[src/rtl/vend_dispenser_if.sv]
// Handshake bundle between the upstream vending FSM (master) and the
// dispenser actuator stage (slave).
interface vend_dispenser_if;
    logic       soda_i;
    logic [2:0] change_i;
    logic       coin_seen_i;
    logic       soda_sol_o;
    logic       coin_eject_o;
    logic [2:0] owed_o;
    logic       busy_o;
    logic       pending_o;
    logic       drop_o;
    logic       fault_o;

    modport master (
        output soda_i, change_i, coin_seen_i,
        input  soda_sol_o, coin_eject_o, owed_o, busy_o, pending_o, drop_o, fault_o
    );

    modport slave (
        input  soda_i, change_i, coin_seen_i,
        output soda_sol_o, coin_eject_o, owed_o, busy_o, pending_o, drop_o, fault_o
    );
endinterface

[src/rtl/vend_dispenser.sv]
// Vending actuator stage: times the soda solenoid, ejects owed nickels one at a
// time against the exit sensor, buffers one request and latches a sticky fault.
module vend_dispenser #(
    parameter int SODA_CYC    = 8,
    parameter int EJECT_CYC   = 4,
    parameter int GAP_CYC     = 2,
    parameter int TIMEOUT_CYC = 16
) (
    input  logic             clk_i,
    input  logic             rst_i,
    vend_dispenser_if.slave  bus
);

    localparam int MAX_A   = (SODA_CYC > EJECT_CYC) ? SODA_CYC : EJECT_CYC;
    localparam int MAX_B   = (GAP_CYC > TIMEOUT_CYC) ? GAP_CYC : TIMEOUT_CYC;
    localparam int MAX_CYC = (MAX_A > MAX_B) ? MAX_A : MAX_B;
    localparam int CNT_W   = $clog2(MAX_CYC + 1);

    typedef enum logic [2:0] {
        S_IDLE,
        S_SODA,
        S_EJECT,
        S_WAIT,
        S_GAP,
        S_FAULT
    } state_t;

    state_t             r_state;
    logic [CNT_W-1:0]   r_cnt;
    logic [2:0]         r_owed;
    logic               r_pend_vld;
    logic [2:0]         r_pend_chg;
    logic               r_drop;

    logic               w_start;
    logic [2:0]         w_start_chg;
    logic               w_to_slot;

    // The buffered request always outranks a fresh strobe when idle.
    assign w_start     = (r_state == S_IDLE) && (r_pend_vld || bus.soda_i);
    assign w_start_chg = r_pend_vld ? r_pend_chg : bus.change_i;
    assign w_to_slot   = bus.soda_i && ((r_state != S_IDLE) || r_pend_vld);

    always_ff @(posedge clk_i or posedge rst_i) begin
        if (rst_i) begin
            r_state    <= S_IDLE;
            r_cnt      <= '0;
            r_owed     <= '0;
            r_pend_vld <= 1'b0;
            r_pend_chg <= '0;
            r_drop     <= 1'b0;
        end else begin
            r_drop <= 1'b0;

            // An idle slot that is being consumed this cycle may be refilled at once.
            if (w_to_slot) begin
                if (!r_pend_vld || r_state == S_IDLE) begin
                    r_pend_vld <= 1'b1;
                    r_pend_chg <= bus.change_i;
                end else begin
                    r_drop <= 1'b1;
                end
            end

            case (r_state)
                S_IDLE: begin
                    if (w_start) begin
                        r_owed  <= w_start_chg;
                        r_cnt   <= '0;
                        r_state <= (w_start_chg > 3'd4) ? S_FAULT : S_SODA;
                        if (r_pend_vld && !bus.soda_i) r_pend_vld <= 1'b0;
                    end
                end
                S_SODA: begin
                    if (r_cnt == CNT_W'(SODA_CYC - 1)) begin
                        r_cnt   <= '0;
                        r_state <= (r_owed != 3'd0) ? S_EJECT : S_IDLE;
                    end else begin
                        r_cnt <= r_cnt + CNT_W'(1);
                    end
                end
                S_EJECT: begin
                    if (r_cnt == CNT_W'(EJECT_CYC - 1)) begin
                        r_cnt   <= '0;
                        r_state <= S_WAIT;
                    end else begin
                        r_cnt <= r_cnt + CNT_W'(1);
                    end
                end
                S_WAIT: begin
                    if (bus.coin_seen_i) begin
                        r_owed  <= r_owed - 3'd1;
                        r_cnt   <= '0;
                        r_state <= (r_owed != 3'd1) ? S_GAP : S_IDLE;
                    end else if (r_cnt == CNT_W'(TIMEOUT_CYC - 1)) begin
                        r_cnt   <= '0;
                        r_state <= S_FAULT;
                    end else begin
                        r_cnt <= r_cnt + CNT_W'(1);
                    end
                end
                S_GAP: begin
                    if (r_cnt == CNT_W'(GAP_CYC - 1)) begin
                        r_cnt   <= '0;
                        r_state <= S_EJECT;
                    end else begin
                        r_cnt <= r_cnt + CNT_W'(1);
                    end
                end
                S_FAULT: r_state <= S_FAULT;
                default: r_state <= S_IDLE;
            endcase
        end
    end

    // NOTE: drives decode only flopped state, so async reset drops them with no clock edge.
    assign bus.soda_sol_o   = (r_state == S_SODA);
    assign bus.coin_eject_o = (r_state == S_EJECT);
    assign bus.busy_o       = (r_state != S_IDLE);
    assign bus.fault_o      = (r_state == S_FAULT);
    assign bus.owed_o       = r_owed;
    assign bus.pending_o    = r_pend_vld;
    assign bus.drop_o       = r_drop;

endmodule

[src/flat_wrapper.sv]
// flat-port wrapper written by rule: the top's interface ports become plain ports
module vend_dispenser_flat 
#(
    parameter int SODA_CYC    = 8,
    parameter int EJECT_CYC   = 4,
    parameter int GAP_CYC     = 2,
    parameter int TIMEOUT_CYC = 16
)
  (clk_i, rst_i, bus_soda_i, bus_change_i, bus_coin_seen_i, bus_soda_sol_o, bus_coin_eject_o, bus_owed_o, bus_busy_o, bus_pending_o, bus_drop_o, bus_fault_o);
  vend_dispenser_if bus_i ();
  input  logic clk_i;
  input  logic rst_i;
  input wire logic [$bits(bus_i.soda_i)-1:0] bus_soda_i;
  input wire logic [$bits(bus_i.change_i)-1:0] bus_change_i;
  input wire logic [$bits(bus_i.coin_seen_i)-1:0] bus_coin_seen_i;
  output wire logic [$bits(bus_i.soda_sol_o)-1:0] bus_soda_sol_o;
  output wire logic [$bits(bus_i.coin_eject_o)-1:0] bus_coin_eject_o;
  output wire logic [$bits(bus_i.owed_o)-1:0] bus_owed_o;
  output wire logic [$bits(bus_i.busy_o)-1:0] bus_busy_o;
  output wire logic [$bits(bus_i.pending_o)-1:0] bus_pending_o;
  output wire logic [$bits(bus_i.drop_o)-1:0] bus_drop_o;
  output wire logic [$bits(bus_i.fault_o)-1:0] bus_fault_o;
  assign bus_i.soda_i = bus_soda_i;
  assign bus_i.change_i = bus_change_i;
  assign bus_i.coin_seen_i = bus_coin_seen_i;
  assign bus_soda_sol_o = bus_i.soda_sol_o;
  assign bus_coin_eject_o = bus_i.coin_eject_o;
  assign bus_owed_o = bus_i.owed_o;
  assign bus_busy_o = bus_i.busy_o;
  assign bus_pending_o = bus_i.pending_o;
  assign bus_drop_o = bus_i.drop_o;
  assign bus_fault_o = bus_i.fault_o;
  vend_dispenser #(.SODA_CYC(SODA_CYC), .EJECT_CYC(EJECT_CYC), .GAP_CYC(GAP_CYC), .TIMEOUT_CYC(TIMEOUT_CYC)) u_core (.clk_i(clk_i), .rst_i(rst_i), .bus(bus_i));
endmodule
[config.mk]
export PLATFORM = sky130hd
export DESIGN_NAME = vend_dispenser_flat
export DESIGN_NICKNAME = d
export VERILOG_FILES = /design/src/rtl/vend_dispenser_if.sv /design/src/rtl/vend_dispenser.sv /design/src/flat_wrapper.sv
export SDC_FILE = /design/constraint.sdc
export NUM_CORES = 1
export LEC_CHECK = 0
export ABC_CLOCK_PERIOD_IN_PS = 4800
export BUFFER_PORTS_ARGS = -buffer_cell sky130_fd_sc_hd__buf_2
export CAP_MARGIN = 10
export CORE_UTILIZATION = 36
export DETAILED_ROUTE_END_ITERATION = 16
export REMOVE_ABC_BUFFERS = 1
export SYNTH_ARGS = -nofsm -noshare
export SYNTH_HDL_FRONTEND = slang
export SYNTH_SLANG_ARGS = --single-unit
[constraint.sdc]
create_clock -name clk_i -period 4.8 [get_ports clk_i]
set_clock_uncertainty 0.15 [all_clocks]
set_input_delay 0.72 -clock clk_i [delete_from_list [all_inputs] [get_ports clk_i]]
set_output_delay 0.72 -clock clk_i [all_outputs]
set_load 0.005 [all_outputs]
After elaboration in Yosys (flattened, before gate mapping)
Cells that the tools add are included.
{"block": "op_classes", "add_sub_neg": 2, "n_lt_le_gt_ge": 1, "n_eq_ne": 16, "n_mux": 28, "n_reduce_logical": 17}
{"operator": "$mux W3", "count": 11}
{"operator": "$mux W5", "count": 6}
{"operator": "$pmux W5 S5", "count": 1}
{"operator": "$pmux W3 S6", "count": 1}
{"operator": "$ne A2 B1 Y1 const B", "count": 4}
{"operator": "$mux W1", "count": 7}
{"operator": "$eq A3 B2 Y1 const B", "count": 2}
{"operator": "$eq A3 B3 Y1 const B", "count": 2}
{"operator": "$pmux W3 S2", "count": 1}
{"operator": "$reduce_bool A3 Y1", "count": 2}
{"operator": "$add A5 B1 Y5 const B", "count": 1}
{"operator": "$eq A5 B1 Y1 const B", "count": 1}
{"operator": "$eq A5 B2 Y1 const B", "count": 1}
{"operator": "$eq A5 B3 Y1 const B", "count": 1}
{"operator": "$eq A5 B4 Y1 const B", "count": 1}
{"operator": "$reduce_and A5 Y1", "count": 1}
{"operator": "$reduce_bool A5 Y1", "count": 1}
{"operator": "$reduce_and A2 Y1", "count": 2}
{"operator": "$eq A3 B1 Y1 const B", "count": 1}
{"operator": "$gt A3 B3 Y1 const B", "count": 1}
{"operator": "$logic_and A1 B1 Y1", "count": 3}
{"operator": "$logic_not A3 Y1", "count": 1}
{"operator": "$logic_or A1 B1 Y1", "count": 3}
{"operator": "$ne A3 B1 Y1 const B", "count": 1}
{"operator": "other kinds (7)", "count": 8}
{"block": "word_totals", "ff_bits": 16, "output_inout_bits": 9, "wordCells": 70}

Depth between registers and ports, before layout
{"block": "logic_depth", "word_depth": 7, "depth_mapped": 7, "ltp_nobuf": 7}

Worst setup path after synthesis
OpenSTA, ideal clock, no wires.
{"block": "synth_path", "path_kind": "reg2reg", "startpoint": "register u_core.r_cnt[0]", "endpoint": "register u_core.r_state[1]", "setup_ns": 0.128, "arrival_ns": 1.897, "required_ns": 4.522, "setup_slack_ns": 2.625, "stages_incl_launch_ff": 6, "n_path_buf": 0, "synth_period_minus_slack_ns": 2.175, "path_cell_list": "dfrtp_1 > ha_1 > or4b_1 > a22o_2 > nor4_4 > mux2_1"}
{"block": "synth_between", "elab_chain_len": 3}
{"item": "start: declaration", "line": "vend_dispenser.sv:29", "source": "logic [CNT_W-1:0] r_cnt;"}
{"item": "start signal: assignment", "line": "vend_dispenser.sv:79", "source": "r_cnt <= r_cnt + CNT_W'(1);"}
{"item": "start signal: assignment", "line": "vend_dispenser.sv:87", "source": "r_cnt <= r_cnt + CNT_W'(1);"}
{"item": "start signal: assignment", "line": "vend_dispenser.sv:99", "source": "r_cnt <= r_cnt + CNT_W'(1);"}
{"item": "$eq A5 B4 Y1 (tied with other cells)", "line": "vend_dispenser.sv:95", "source": "end else if (r_cnt == CNT_W'(TIMEOUT_CYC - 1)) begin"}
{"item": "$ne A3 B2 Y1 (no source line) or $ne A2 B1 Y1 (tied branches)"}
{"item": "$reduce_and A5 Y1 (no source line) (*)"}
{"item": "end signal: assignment", "line": "vend_dispenser.sv:70", "source": "r_state <= (w_start_chg > 3'd4) ? S_FAULT : S_SODA;"}
{"item": "end signal: assignment", "line": "vend_dispenser.sv:77", "source": "r_state <= (r_owed != 3'd0) ? S_EJECT : S_IDLE;"}
{"item": "end signal: assignment", "line": "vend_dispenser.sv:94", "source": "r_state <= (r_owed != 3'd1) ? S_GAP : S_IDLE;"}
{"item": "end: declaration", "line": "vend_dispenser.sv:28", "source": "state_t r_state;"}
Every way passes the cells marked *; elsewhere a longest branch is shown, timed or not.
A chain may end at the register's enable or synchronous reset.

Worst setup path after layout
{"block": "layout_path", "startpoint": "register u_core.r_state[0]", "endpoint": "output port bus_busy_o"}
{"block": "layout_between", "elab_chain_len": 1}
{"item": "$reduce_bool A3 Y1", "line": "vend_dispenser.sv:119", "source": "assign bus.busy_o = (r_state != S_IDLE);"}
{"item": "end: declaration", "line": "flat_wrapper.sv:19", "source": "output wire logic [$bits(bus_i.busy_o)-1:0] bus_busy_o;"}
Every way passes these cells.

==> results.ini <==
[setup_path]
cp.required_ns = 3.93
cp_max_fo = 12
path_cells = or3_1 > buf_2
crit_path_top_delay_cell = or3_1
crit_path_start_kind = flip-flop
critPathBufInv = 1
worstPathArrival_ns = 1.58
crit_path_end_kind = primary output
slowest_delay_ns = 0.58
path_class = reg -> out
cp_top_family = simple AND/OR/NAND/NOR gates

[power_and_ir_drop]
pwr_density_cell_mw_per_mm2 = 623
combPwrFrac = 0.538
finalPower_uw = 746
p_leak_nw = 0.584
power_switching_uw = 327
power.internal_uw = 420
swShare = 0.437
max-vdd-ir-drop_mv = 0.263
clkPwrFrac = 0.098
seqPwrFrac = 0.363

[final_layout]
finalInstanceArea_mm2 = 0.00120
post_route_cells_drive_above_1_share = 0.186
layout_commonest_cell = dfrtp_1
finalCoreUtilization = 0.427
final_cell_mix = 16 x dfrtp_1, 15 x buf_2, 9 x nand2_1, 8 x nor2_1
fin_cells = 160
insertedDiodeCount = 0
num-fill-cells = 278
syn2layout_area_growth_pct = 10.6
fin_nets = 145

[sta]
rsz0062_at_grt = no
max_slew_margin = 0.562
tightestPinTransition_ns = 0.654
finalMaxSlewViolations = 0
max_freq_mhz = 409
setup_viol = 0
min_period_ns = 2.45
finalSetupTns_ns = 0
finalHoldViolations = 0
period_share = 0.510
fin_ws_ns = 2.35
hold_slack_ns = 0.340

[placed_design]
post-dp-hpwl_um = 1580
placed_area_mm2 = 0.00118
io_buffers = 15
dpl.cell_count = 157
post-place-ws_ns = 2.51
gp_congestion = 0.870

[floorplan]
core_area_mm2 = 0.00281
die_w_um = 56.9
io_pins = 16
initial_utilization = 0.386
dieArea_mm2 = 0.00323
rows = 19
die_y_um = 56.9

[cts]
postCtsHoldBufs = 0
post_cts_resized = 0
post_cts_buffers = 0
clockBufferDepth = 2
clkLatencyLatePin_ns = 0.29
cts_tree = done
h-tree-depth = 1
clock-root-buffer = clkbuf_4
cts_num_sinks = 16
clk_pin_slew_ns = 0.09
numCtsBuffers = 3

[global_route]
grt_first_pass_wirelength_um = 3880
antenna_found_initial = 0
grt_max_degree = 17
grt_pass1_vias = 816
grt_usage = 0.157
overflow = 0

[status]
status = finished with violations
failed_checks = DRC

[synth]
syn_area_mm2 = 0.00108
synth_warnings = 0
synth-edff-count = 0
syn_area_per_cell_um2 = 9.34
synth-main-ff-cell = dfrtp_1
synth_cell_types = 43
seq_area_frac_synth = 0.370
syn_inst = 116
ys_ff_latch = 16
async_reset_ff_frac = 1.00

[drt]
drt_iter0_markers = 25
drt-pass1-iter-count = 10
routedWlPerCell_um = 13.7
drc = 2
routed_via_density = 5.56
wl_um = 2190
ant_nets = 0
num_vias = 889

[job]
cap_violations = 0

[min_path]
worstHoldPathType = in -> async

## state kept, by name, summed over array words and instances (netlist names)
signal	flops
u_core.bus.drop_o	1
u_core.bus.owed_o	3
u_core.r_pend_chg	3
u_core.r_state	3
u_core.r_cnt	5
u_core.bus.pending_o	1
## routing by layer
metal  track usage  share of wire
met5             0              0
met4        0.0836          0.017
met2         0.224           0.43
met3        0.0207          0.032
met1         0.229           0.51
## power by group through the flow
| stage | logic [mW] | clock network, mW | registers [mW] |
|---|---|---|---|
| after floorplan | 0.304 | 0 | 0.256 |
| after global placement | 0.398 | 0 | 0.266 |
| after detailed placement | 0.402 | 0 | 0.271 |
| after CTS | 0.405 | 0.0761 | 0.269 |
| after global routing | 0.455 | 0.0797 | 0.284 |
| final | 0.402 | 0.0733 | 0.271 |
## area by class of cell
class	count	area (um^2)	share of cell area
well taps	31	38.8	0.0324
clock buffers	3	22.5	0.0188
repair buffers	15	75.1	0.0626
inverters	7	26.3	0.0219
flip-flops and latches	16	400	0.334
multi-input cells	88	636	0.530
## logic make-up after synthesis
| kind of cell | count (synthesis) | synth area share |
|---|---|---|
| AND/OR/NAND/NOR | 44 | 0.244 |
| AO/OA/AOI/OAI | 26 | 0.157 |
| flip-flops | 16 | 0.370 |
| buffers and inverters | 12 | 0.0439 |
| multiplexers | 9 | 0.0878 |
| adder cells (fa/ha/maj) | 8 | 0.0901 |
| XOR/XNOR | 1 | 0.00808 |
## cell usage after synthesis, types with 2 or more instances
cell type	number	area share
nor2b_1	3	0.017
mux2_2	3	0.031
and3_1	2	0.012
dfrtp_1	16	0.37
mux2i_1	5	0.046
nor3b_1	2	0.014
nand3b_1	2	0.014
or3_1	2	0.012
nand2_1	9	0.031
clkbuf_1	3	0.010
o21ai_1	3	0.014
nor2_1	8	0.028
inv_1	7	0.024
and2_1	2	0.012
or4b_1	2	0.018
o21ai_0	6	0.028
buf_2	2	0.0092
nand2b_1	2	0.012
a21oi_1	3	0.014
a21o_1	3	0.021
nor3_1	3	0.014
ha_1	7	0.081
## final timing paths
| path | startpoint | end | slack, ns | cells past startpoint |
|---|---|---|---|---|
| worst max-delay path | u_core.r_state[0]$_DFFE_PP0P_ | bus_busy_o | 2.35 | 2 |
| worst min-delay path | rst_i | u_core.bus.drop_o$_DFF_PP0_ | 0.34 | 2 |
| worst max register to register | u_core.r_cnt[0]$_DFFE_PP0P_ | u_core.r_state[1]$_DFFE_PP0P_ | 2.48 | 6 |
| worst min register to register | u_core.r_pend_chg[2]$_DFFE_PP0P_ | u_core.r_pend_chg[2]$_DFFE_PP0P_ | 0.36 | 1 |
| max in group asynchronous | rst_i | u_core.r_state[0]$_DFFE_PP0P_ | 3.76 | 2 |
| min in group clk_i | u_core.r_pend_chg[2]$_DFFE_PP0P_ | u_core.r_pend_chg[2]$_DFFE_PP0P_ | 0.36 | 1 |
No activity file was read; power rests on OpenSTA's default activity.
